## src/rtl/prng_pkg.sv

```systemverilog
// Shared level table and FSM encoding for the PRNG histogram monitor.
package prng_pkg;

    localparam int NUM_LEVELS = 10;

    // Q4.11 encodings of 0, 1/9 .. 9/9
    localparam logic [15:0] LEVEL_0 = 16'h0000;
    localparam logic [15:0] LEVEL_1 = 16'h00E3;
    localparam logic [15:0] LEVEL_2 = 16'h01C7;
    localparam logic [15:0] LEVEL_3 = 16'h02AA;
    localparam logic [15:0] LEVEL_4 = 16'h038E;
    localparam logic [15:0] LEVEL_5 = 16'h0471;
    localparam logic [15:0] LEVEL_6 = 16'h0555;
    localparam logic [15:0] LEVEL_7 = 16'h0638;
    localparam logic [15:0] LEVEL_8 = 16'h071C;
    localparam logic [15:0] LEVEL_9 = 16'h0800;

    typedef enum logic [1:0] {
        IDLE  = 2'd0,
        ACCUM = 2'd1,
        DRAIN = 2'd2
    } state_t;

    function automatic logic [15:0] level_value(input int i);
        case (i)
            0:       return LEVEL_0;
            1:       return LEVEL_1;
            2:       return LEVEL_2;
            3:       return LEVEL_3;
            4:       return LEVEL_4;
            5:       return LEVEL_5;
            6:       return LEVEL_6;
            7:       return LEVEL_7;
            8:       return LEVEL_8;
            default: return LEVEL_9;
        endcase
    endfunction

endpackage

```

## src/rtl/prng_level_decoder.sv

```systemverilog
// Combinational exact-match decode of a Q4.11 sample to a level index.
module prng_level_decoder
    import prng_pkg::*;
#(
    parameter int DATA_W = 16
) (
    input  logic [DATA_W-1:0] sample,
    output logic              hit,
    output logic [3:0]        idx
);

    // Levels are distinct, so at most one compare can match.
    always_comb begin
        hit = 1'b0;
        idx = '0;
        for (int i = 0; i < NUM_LEVELS; i++) begin
            if (sample == DATA_W'(level_value(i))) begin
                hit = 1'b1;
                idx = 4'(i);
            end
        end
    end

endmodule

```

## src/rtl/prng_hist_monitor.sv

```systemverilog
// Windowed per-level histogram of the PRNG stream, drained over a valid/ready port.
// Optional feature macro: PRNG_HIST_MAXRUN_EN adds the max_run output.
//
// state | meaning
// IDLE  | waiting for start; counts held from the last window
// ACCUM | counting WINDOW valid samples into the histogram
// DRAIN | presenting one entry per level on the read port
module prng_hist_monitor
    import prng_pkg::*;
#(
    parameter int DATA_W = 16,
    parameter int CNT_W  = 16,
    parameter int WINDOW = 1024
) (
    input  logic              clk,
    input  logic              rst,
    input  logic              start,
    input  logic [DATA_W-1:0] sample_in,
    input  logic              sample_valid,
    output logic              busy,
    output logic              done,
    output logic              rd_valid,
    input  logic              rd_ready,
    output logic [3:0]        rd_index,
    output logic [CNT_W-1:0]  rd_count,
    output logic              rd_last,
    output logic [CNT_W-1:0]  invalid_cnt
`ifdef PRNG_HIST_MAXRUN_EN
    ,
    output logic [CNT_W-1:0]  max_run
`endif
);

    localparam int SMP_W = $clog2(WINDOW + 1);
    localparam logic [CNT_W-1:0] CNT_MAX = '1;

    state_t             state, state_nxt;
    logic [CNT_W-1:0]   counts [NUM_LEVELS];
    logic [SMP_W-1:0]   smp_cnt;
    logic               dec_hit;
    logic [3:0]         dec_idx;
    logic               accept, win_end, rd_fire, last_fire, clear;

    prng_level_decoder #(.DATA_W(DATA_W)) u_dec (
        .sample (sample_in),
        .hit    (dec_hit),
        .idx    (dec_idx)
    );

    assign accept    = (state == ACCUM) && sample_valid;
    assign win_end   = accept && (smp_cnt == SMP_W'(WINDOW - 1));
    assign rd_fire   = rd_valid && rd_ready;
    assign last_fire = rd_fire && rd_last;
    assign clear     = (state == IDLE) && start;
    assign rd_count  = counts[rd_index];

    always_ff @(posedge clk) begin
        if (!rst) state <= IDLE;
        else      state <= state_nxt;
    end

    always_comb begin
        state_nxt = state;
        busy      = 1'b0;
        rd_valid  = 1'b0;
        rd_last   = 1'b0;
        case (state)
            IDLE: begin
                if (start) state_nxt = ACCUM;
            end
            ACCUM: begin
                busy = 1'b1;
                if (win_end) state_nxt = DRAIN;
            end
            DRAIN: begin
                busy     = 1'b1;
                rd_valid = 1'b1;
                rd_last  = (rd_index == 4'(NUM_LEVELS - 1));
                if (rd_fire && rd_last) state_nxt = IDLE;
            end
            default: state_nxt = IDLE;
        endcase
    end

    always_ff @(posedge clk) begin
        if (!rst) begin
            for (int i = 0; i < NUM_LEVELS; i++) counts[i] <= '0;
            invalid_cnt <= '0;
            smp_cnt     <= '0;
            rd_index    <= '0;
            done        <= 1'b0;
        end else begin
            done <= last_fire;
            if (clear) begin
                for (int i = 0; i < NUM_LEVELS; i++) counts[i] <= '0;
                invalid_cnt <= '0;
                smp_cnt     <= '0;
                rd_index    <= '0;
            end
            if (accept) begin
                smp_cnt <= smp_cnt + SMP_W'(1);
                if (dec_hit) begin
                    if (counts[dec_idx] != CNT_MAX)
                        counts[dec_idx] <= counts[dec_idx] + CNT_W'(1);
                end else if (invalid_cnt != CNT_MAX) begin
                    invalid_cnt <= invalid_cnt + CNT_W'(1);
                end
            end
            // Index wraps to 0 after the last entry so the next drain starts clean.
            if (rd_fire) rd_index <= last_fire ? 4'd0 : rd_index + 4'd1;
        end
    end

`ifdef PRNG_HIST_MAXRUN_EN
    logic [CNT_W-1:0] cur_run, run_nxt;
    logic [3:0]       last_idx;
    logic             run_live;

    always_comb begin
        run_nxt = CNT_W'(1);
        if (run_live && (dec_idx == last_idx))
            run_nxt = (cur_run == CNT_MAX) ? cur_run : cur_run + CNT_W'(1);
    end

    always_ff @(posedge clk) begin
        if (!rst || clear) begin
            cur_run  <= '0;
            last_idx <= '0;
            run_live <= 1'b0;
            max_run  <= '0;
        end else if (accept) begin
            if (dec_hit) begin
                cur_run  <= run_nxt;
                last_idx <= dec_idx;
                run_live <= 1'b1;
                if (run_nxt > max_run) max_run <= run_nxt;
            end else begin
                cur_run  <= '0;
                run_live <= 1'b0;
            end
        end
    end
`endif

endmodule

```

## config.mk

```make
export PLATFORM = sky130hd
export DESIGN_NAME = prng_hist_monitor
export DESIGN_NICKNAME = d
export VERILOG_FILES = /design/src/rtl/prng_pkg.sv /design/src/rtl/prng_level_decoder.sv /design/src/rtl/prng_hist_monitor.sv
export SDC_FILE = /design/constraint.sdc
export NUM_CORES = 1
export LEC_CHECK = 0
export ABC_AREA = 1
export BUFFER_PORTS_ARGS = -buffer_cell sky130_fd_sc_hd__buf_2
export CAP_MARGIN = 20
export CORE_UTILIZATION = 30
export DETAILED_ROUTE_END_ITERATION = 16
export GPL_TIMING_DRIVEN = 1
export HOLD_SLACK_MARGIN = 0.03
export PLACE_DENSITY_LB_ADDON = 0.3
export RECOVER_POWER = 100
export SYNTH_ARGS = -nofsm -noshare
export SYNTH_HDL_FRONTEND = slang
export SYNTH_HIERARCHICAL = 1
export SYNTH_SLANG_ARGS = --single-unit
```

## constraint.sdc

```tcl
create_clock -name clk -period 5.4 [get_ports clk]
set_input_delay 1.08 -clock clk [delete_from_list [all_inputs] [get_ports clk]]
set_output_delay 1.08 -clock clk [all_outputs]
set_load 0.01 [all_outputs]
```

Word-level counts from Yosys, hierarchy flattened

Memory sizes are Yosys's and may differ from the RTL's. A register that Yosys moved wholly into a read port is not among the register bits.
Index checks and enable logic that the tools add are counted.

Register bits after elaboration: 34
RAM bits: 160
Bits of input ports: 21
Output and inout bits: 40
Word-level logic and storage cells: 110
Memories kept: 1

Add/sub/neg operators: 4
Equal/unequal tests: 18
Mux-type cells: 59
Bitwise operators: 10
Reductions and logical operators: 13

Memories:

| memory | depth | width | rd ports | clocked after Yosys merged registers in | wr ports | RTL line                | text |
|---|---|---|---|---|---|---|---|
| counts | 10    | 16    | 2        | 1                                       | 10       | prng_hist_monitor.sv:38 | `logic [CNT_W-1:0] counts [NUM_LEVELS];` |

Operator list:

| cell                                                               | count |
|---|---|
| 16-bit 2-to-1 mux                                                  | 15 |
| 16-bit by 11-bit == test with 1-bit output (second input constant) | 4 |
| 16-bit by 1-bit adder with 16-bit output (second input constant)   | 2 |
| 16-bit by 10-bit == test with 1-bit output (second input constant) | 2 |
| 4-bit 2-to-1 mux                                                   | 8 |
| 16-bit != test (second input constant)                             | 2 |
| 1-bit 2-to-1 mux                                                   | 24 |
| 11-bit 2-to-1 mux                                                  | 2 |
| 16-bit by 12-bit == test with 1-bit output (second input constant) | 1 |
| 16-bit by 8-bit == test with 1-bit output (second input constant)  | 1 |
| 16-bit by 9-bit == test with 1-bit output (second input constant)  | 1 |
| 16-bit zero test                                                   | 1 |
| 16-bit OR reduction                                                | 1 |
| 3-bit 2-to-1 mux                                                   | 4 |
| 11-bit by 1-bit adder with 11-bit output (second input constant)   | 1 |
| 11-bit by 10-bit == test with 1-bit output (second input constant) | 1 |
| 2-bit 2-to-1 mux                                                   | 5 |
| 1-bit OR                                                           | 10 |
| 1-bit logical AND                                                  | 6 |
| 2-bit != test (second input constant)                              | 3 |
| 2-bit one-hot mux with 3 select lines                              | 1 |
| 4-bit by 1-bit adder with 4-bit output (second input constant)     | 1 |
| 4-bit == test (second input constant)                              | 1 |
| 2-bit nonzero test                                                 | 2 |
| other kinds (5)                                                    | 5 |

Logic depth before layout (Yosys ltp)

An unclocked memory read counts as a cell.

Word-level depth: 19
Depth in mapped cells: 29
Mapped depth without buffers: 25

Hierarchy

The synthesis kept the hierarchy.

Modules (own cells, without submodules):

| module             | instances | cells each | area an instance (µm²) | sequential area each (µm²) |
|---|---|---|---|---|
| prng_hist_monitor  | 1         | 1955       | 16223.1                | 8448.1 |
| prng_level_decoder | 1         | 71         | 320.3                  | 0.0 |

Worst setup path before layout

No wires, ideal clock.

Path kind: input -> register
Start: in sample_in[15]
End: mem counts[10][0], enable pin
Library setup time: 0.388 ns
Arrival time: 4.266 ns
Required time: 5.012 ns
Path slack: 0.745 ns
Stages: 26
Path buffers: 4
Cells stage by stage: nor2_2 > nand2_2 > nor2_1 > nand2_1 > nand2_1 > inv_1 > nand4_1 > inv_2 > buf_2 > buf_6 > nand2_1 > nand2_1 > nand2_1 > nand3_1 > nand2_1 > nand2_1 > inv_2 > nand2_2 > clkbuf_1 > ha_1 > nand3_2 > nor2_4 > nand3_2 > buf_8 > nand2_1 > nor2_1

RTL lines:

| item            | RTL line                | text |
|---|---|---|
| start, declared | prng_hist_monitor.sv:18 | `input logic [DATA_W-1:0] sample_in,` |
| end, declared   | prng_hist_monitor.sv:38 |  |

==> out/summary.txt <==
Port-buffer cells: 60
CTS clk-pin slew, worst paths: 0.06 ns
Final period util: 86.5%
Clock Latency Late Sink: 0.57 ns
Final setup vio count: 0
Sequential-to-total area share from yosys stat: 51.1%
Combinational fraction of design power: 17.5%
Crit-path cells: buf_2 > nor2_1 > nand2_1 > nor2_4 > nand3_1 > nand4_1 > inv_2 > nor2_2 > clkbuf_1 > nand2_1 > nand3_1 > nand2_1 > nand2_1 > inv_2 > nand2_1 > ha_1 > nand3_2 > xor2_1 > clkbuf_1 > nor2_1
Nets: 2101
Drc violations: 0
Post-Syn Area per Cell: 8.17 um^2
Post-synthesis instance total: 2026
Top routing layer in use: met4
Area share of the largest cell type after synthesis: 46.5%
Fmax: 214 MHz
Slowest stage delay, CP: 0.58 ns
Wire length on met2: 24900 um
Violated checks: max-capacitance violations, max-slew violations
Post-Syn Nets: 2056
Worst slew pin tran: 1.73 ns
Core area: 0.0541 mm^2
Synth unique cells: 44
Max-Cap Viols: 1
Initial antenna violation count: 0
Clk root buf: clkbuf_16
Cell area after synthesis: 0.0165 mm^2
Pre-CTS setup slack: 0.569 ns
Grt ovf: 0
RePlAce Congestion: 0.937
DR iter-0 viols: 1610
RSZ-0062 raised after global routing: false
Diode count: 0
Multi-input logic area: 0.00680 mm^2
Total track usage: 19.6%
Met1 wire length: 24100 um
WS Path Type: in -> reg
Detailed Place HPWL: 35400 um
Fill cells: 5613
Crit path from: sample_in[1]
Ys Warns: 6
Post-DRT Antenna Nets: 0
Area growth syn-to-layout: 11.5%
Fin area: 0.0184 mm^2
Outcome: finished, violations left
Reg power frac: 45.6%
Startpoint Class: input pin
Peak supply drop: 0.247 mV
P_int: 0.00431 W
Crit-path max FO: 18
CP required: 5.68 ns
FF-to-FF Start: state[1]$_SDFFE_PN0P_
Met3 wire len: 4610 um
Slowest CP cell: xor2_1
Setup TNS: 0 ns
Clock sinks: 294
CTS tree: done
Worst Path Arrival: 4.95 ns
Switching power: 0.00196 W
Setup ws final: 0.728 ns
Clock Tree Buf Depth: 3
Vias per cell: 5.22
Post_cts resized: 0
HP Class: reg -> reg
Final Max Slew Viols: 68
DP Area: 0.0176 mm^2
Post-synth top area cell: edfxtp_1
Hold-fix buffers at CTS: 0
Die footprint: 0.0561 mm^2
WL final: 55200 um
Crit. End Element: flop
Sequential standard cell area: 0.00845 mm^2
CTS Buf Count: 36
CTS H-tree depth: 2
Chip width: 237 um
TritonRoute pass-1 iters: 6
Largest net degree at the start of global routing: 123
Via Count: 14600
Crit path buffers/inverters: 5
Final hold vios: 0
Internal reg-to-reg setup slack: 2.32 ns
Share of layout cells above drive strength 1: 11.1%
Post-CTS setup buffer count: 0
Worst hold start: smp_cnt[1]$_SDFFE_PN0P_
Initial Util: 30.6%
Pwr Density: 340 mW/mm^2
Sw Share: 31.2%
Relative slew slack: -15.1%
Final Skew: 0.0291 ns
Die height: 237 um
Number of global-route vias before repair: 13900
Row cnt: 85
# IOs: 61
Top delay family on crit path: simple AND/OR/NAND/NOR gates
Clock Power Share: 36.8%
Fin crit period: 4.67 ns
Crit-path most repeated cell: nand2_1
First-pass GRT wire length: 84300 um
#FFs+latches synth: 294
Largest cells by area after synthesis: edfxtp_1 46%, nand2_1 15%, nor2_1 6.7%
WL/cell: 19.8 um
Leakage power: 7.34 nW
## final timing paths
| kind | end | cells after the start |
|---|---|---|
| max | counts[0][4]$_SDFFCE_PN0P_ | 20 |
| min | smp_cnt[1]$_SDFFE_PN0P_ | 2 |
| max reg2reg | counts[15][2]$_DFFE_PP_ | 10 |
| min reg2reg | smp_cnt[1]$_SDFFE_PN0P_ | 2 |
## area by class of cell
| class | count | share of cell area [%] |
|---|---|---|
| flip-flops and latches | 294 | 45.9 |
| clock inverters | 21 | 0.869 |
| inverters | 116 | 2.37 |
| well taps | 696 | 4.72 |
| repair buffers | 128 | 4.24 |
| clock buffers | 44 | 5.09 |
| multi-input cells | 1495 | 36.9 |
## power groups by stage
stage	clock network (W)	registers [W]	logic (W)
4_1_cts	0.00235	0.00285	0.00111
3_3_place_gp	0	0.00290	0.00110
2_1_floorplan	0	0.00285	0.000709
3_5_place_dp	0	0.00290	0.00111
5_1_grt	0.00242	0.00288	0.00121
6_report	0.00231	0.00286	0.00110
## synth_stat cells
cell / instances
buf_6: 18
xor2_1: 7
nor3b_1: 2
o21ai_0: 159
buf_4: 10
or2_2: 3
buf_2: 33
nand4_2: 2
clkbuf_1: 52
nor2_8: 1
o22ai_1: 4
clkinv_1: 4
xnor2_1: 1
a21oi_1: 37
edfxtp_1: 256
inv_2: 13
ha_1: 9
inv_1: 99
nand3b_2: 1
buf_1: 7
nor2_4: 2
nand3_2: 5
nand3_4: 10
nand2_2: 14
o21ai_1: 8
dfxtp_1: 38
a22oi_1: 1
nor2_2: 79
nor3_1: 6
nor2_1: 295
and3_1: 2
nand3_1: 78
a2bb2oi_1: 2
nand3b_1: 2
nor4_1: 1
buf_8: 1
a31oi_1: 1
a211oi_1: 2
o221ai_1: 54
o211ai_1: 10
nand2_1: 676
a221oi_1: 1
nand4_1: 19
o2111a_1: 1
## metal layers
metal,vias up,GRT usage [%]
met3,119,2.79
met4,0,7.30
met1,6893,26.9
li1,6823,-
met5,-,0
met2,748,31.2
## tightest hold or removal path: stages (launching register included)
cell	delay (ns)
dfxtp_1	0.32
nand2_1	0.06
a21oi_1	0.05
## logic make-up (layout without fill, tap and decap cells)
group           after synthesis  in the layout  share of synthesized area [%]
buf+inv                     237            309                           6.74
compound gates              280            280                           10.0
flops                       294            294                           51.1
simple gates               1198           1198                           31.1
xor+xnor                      8              8                          0.424
fa+ha+maj                     9              9                          0.681
## cell usage in the layout, fill, tap and decap left out, drive strengths merged, types with 2 or more instances in the layout
cell type,Yosys,final
nand2,690,690
edfxtp,256,256
clkbuf,52,94
a21oi,37,37
nand4,21,21
o21ai,167,167
xor2,7,7
inv,112,113
nor3b,2,2
nor3,6,6
nand3b,3,3
nor2,377,377
nand3,93,93
dfxtp,38,38
o22ai,4,4
and3,2,2
o221ai,54,54
clkinvlp,0,3
a2bb2oi,2,2
ha,9,9
or2,3,3
a211oi,2,2
buf,69,78
o211ai,10,10
clkinv,4,20
## stage by stage
step | util, % | instances | power [W] | hold slack, ns
after floorplan | - | 2026 | 0.00356 | 0.447
after global placement | 32.6 | 2729 | 0.00400 | 0.466
after detailed placement | 32.6 | 2729 | 0.00401 | 0.474
after CTS | 34.6 | 2794 | 0.00631 | 0.482
after global routing | 34.1 | 2794 | 0.00650 | 0.509
final | 34.1 | 2794 | 0.00626 | 0.479
## flip-flops by register name (all words and copies together) (netlist names), named ones only
name         flops
counts         256
rd_index         4
invalid_cnt     16
done             1
smp_cnt         11
state            2
No activity file was read; power rests on OpenSTA's default activity.
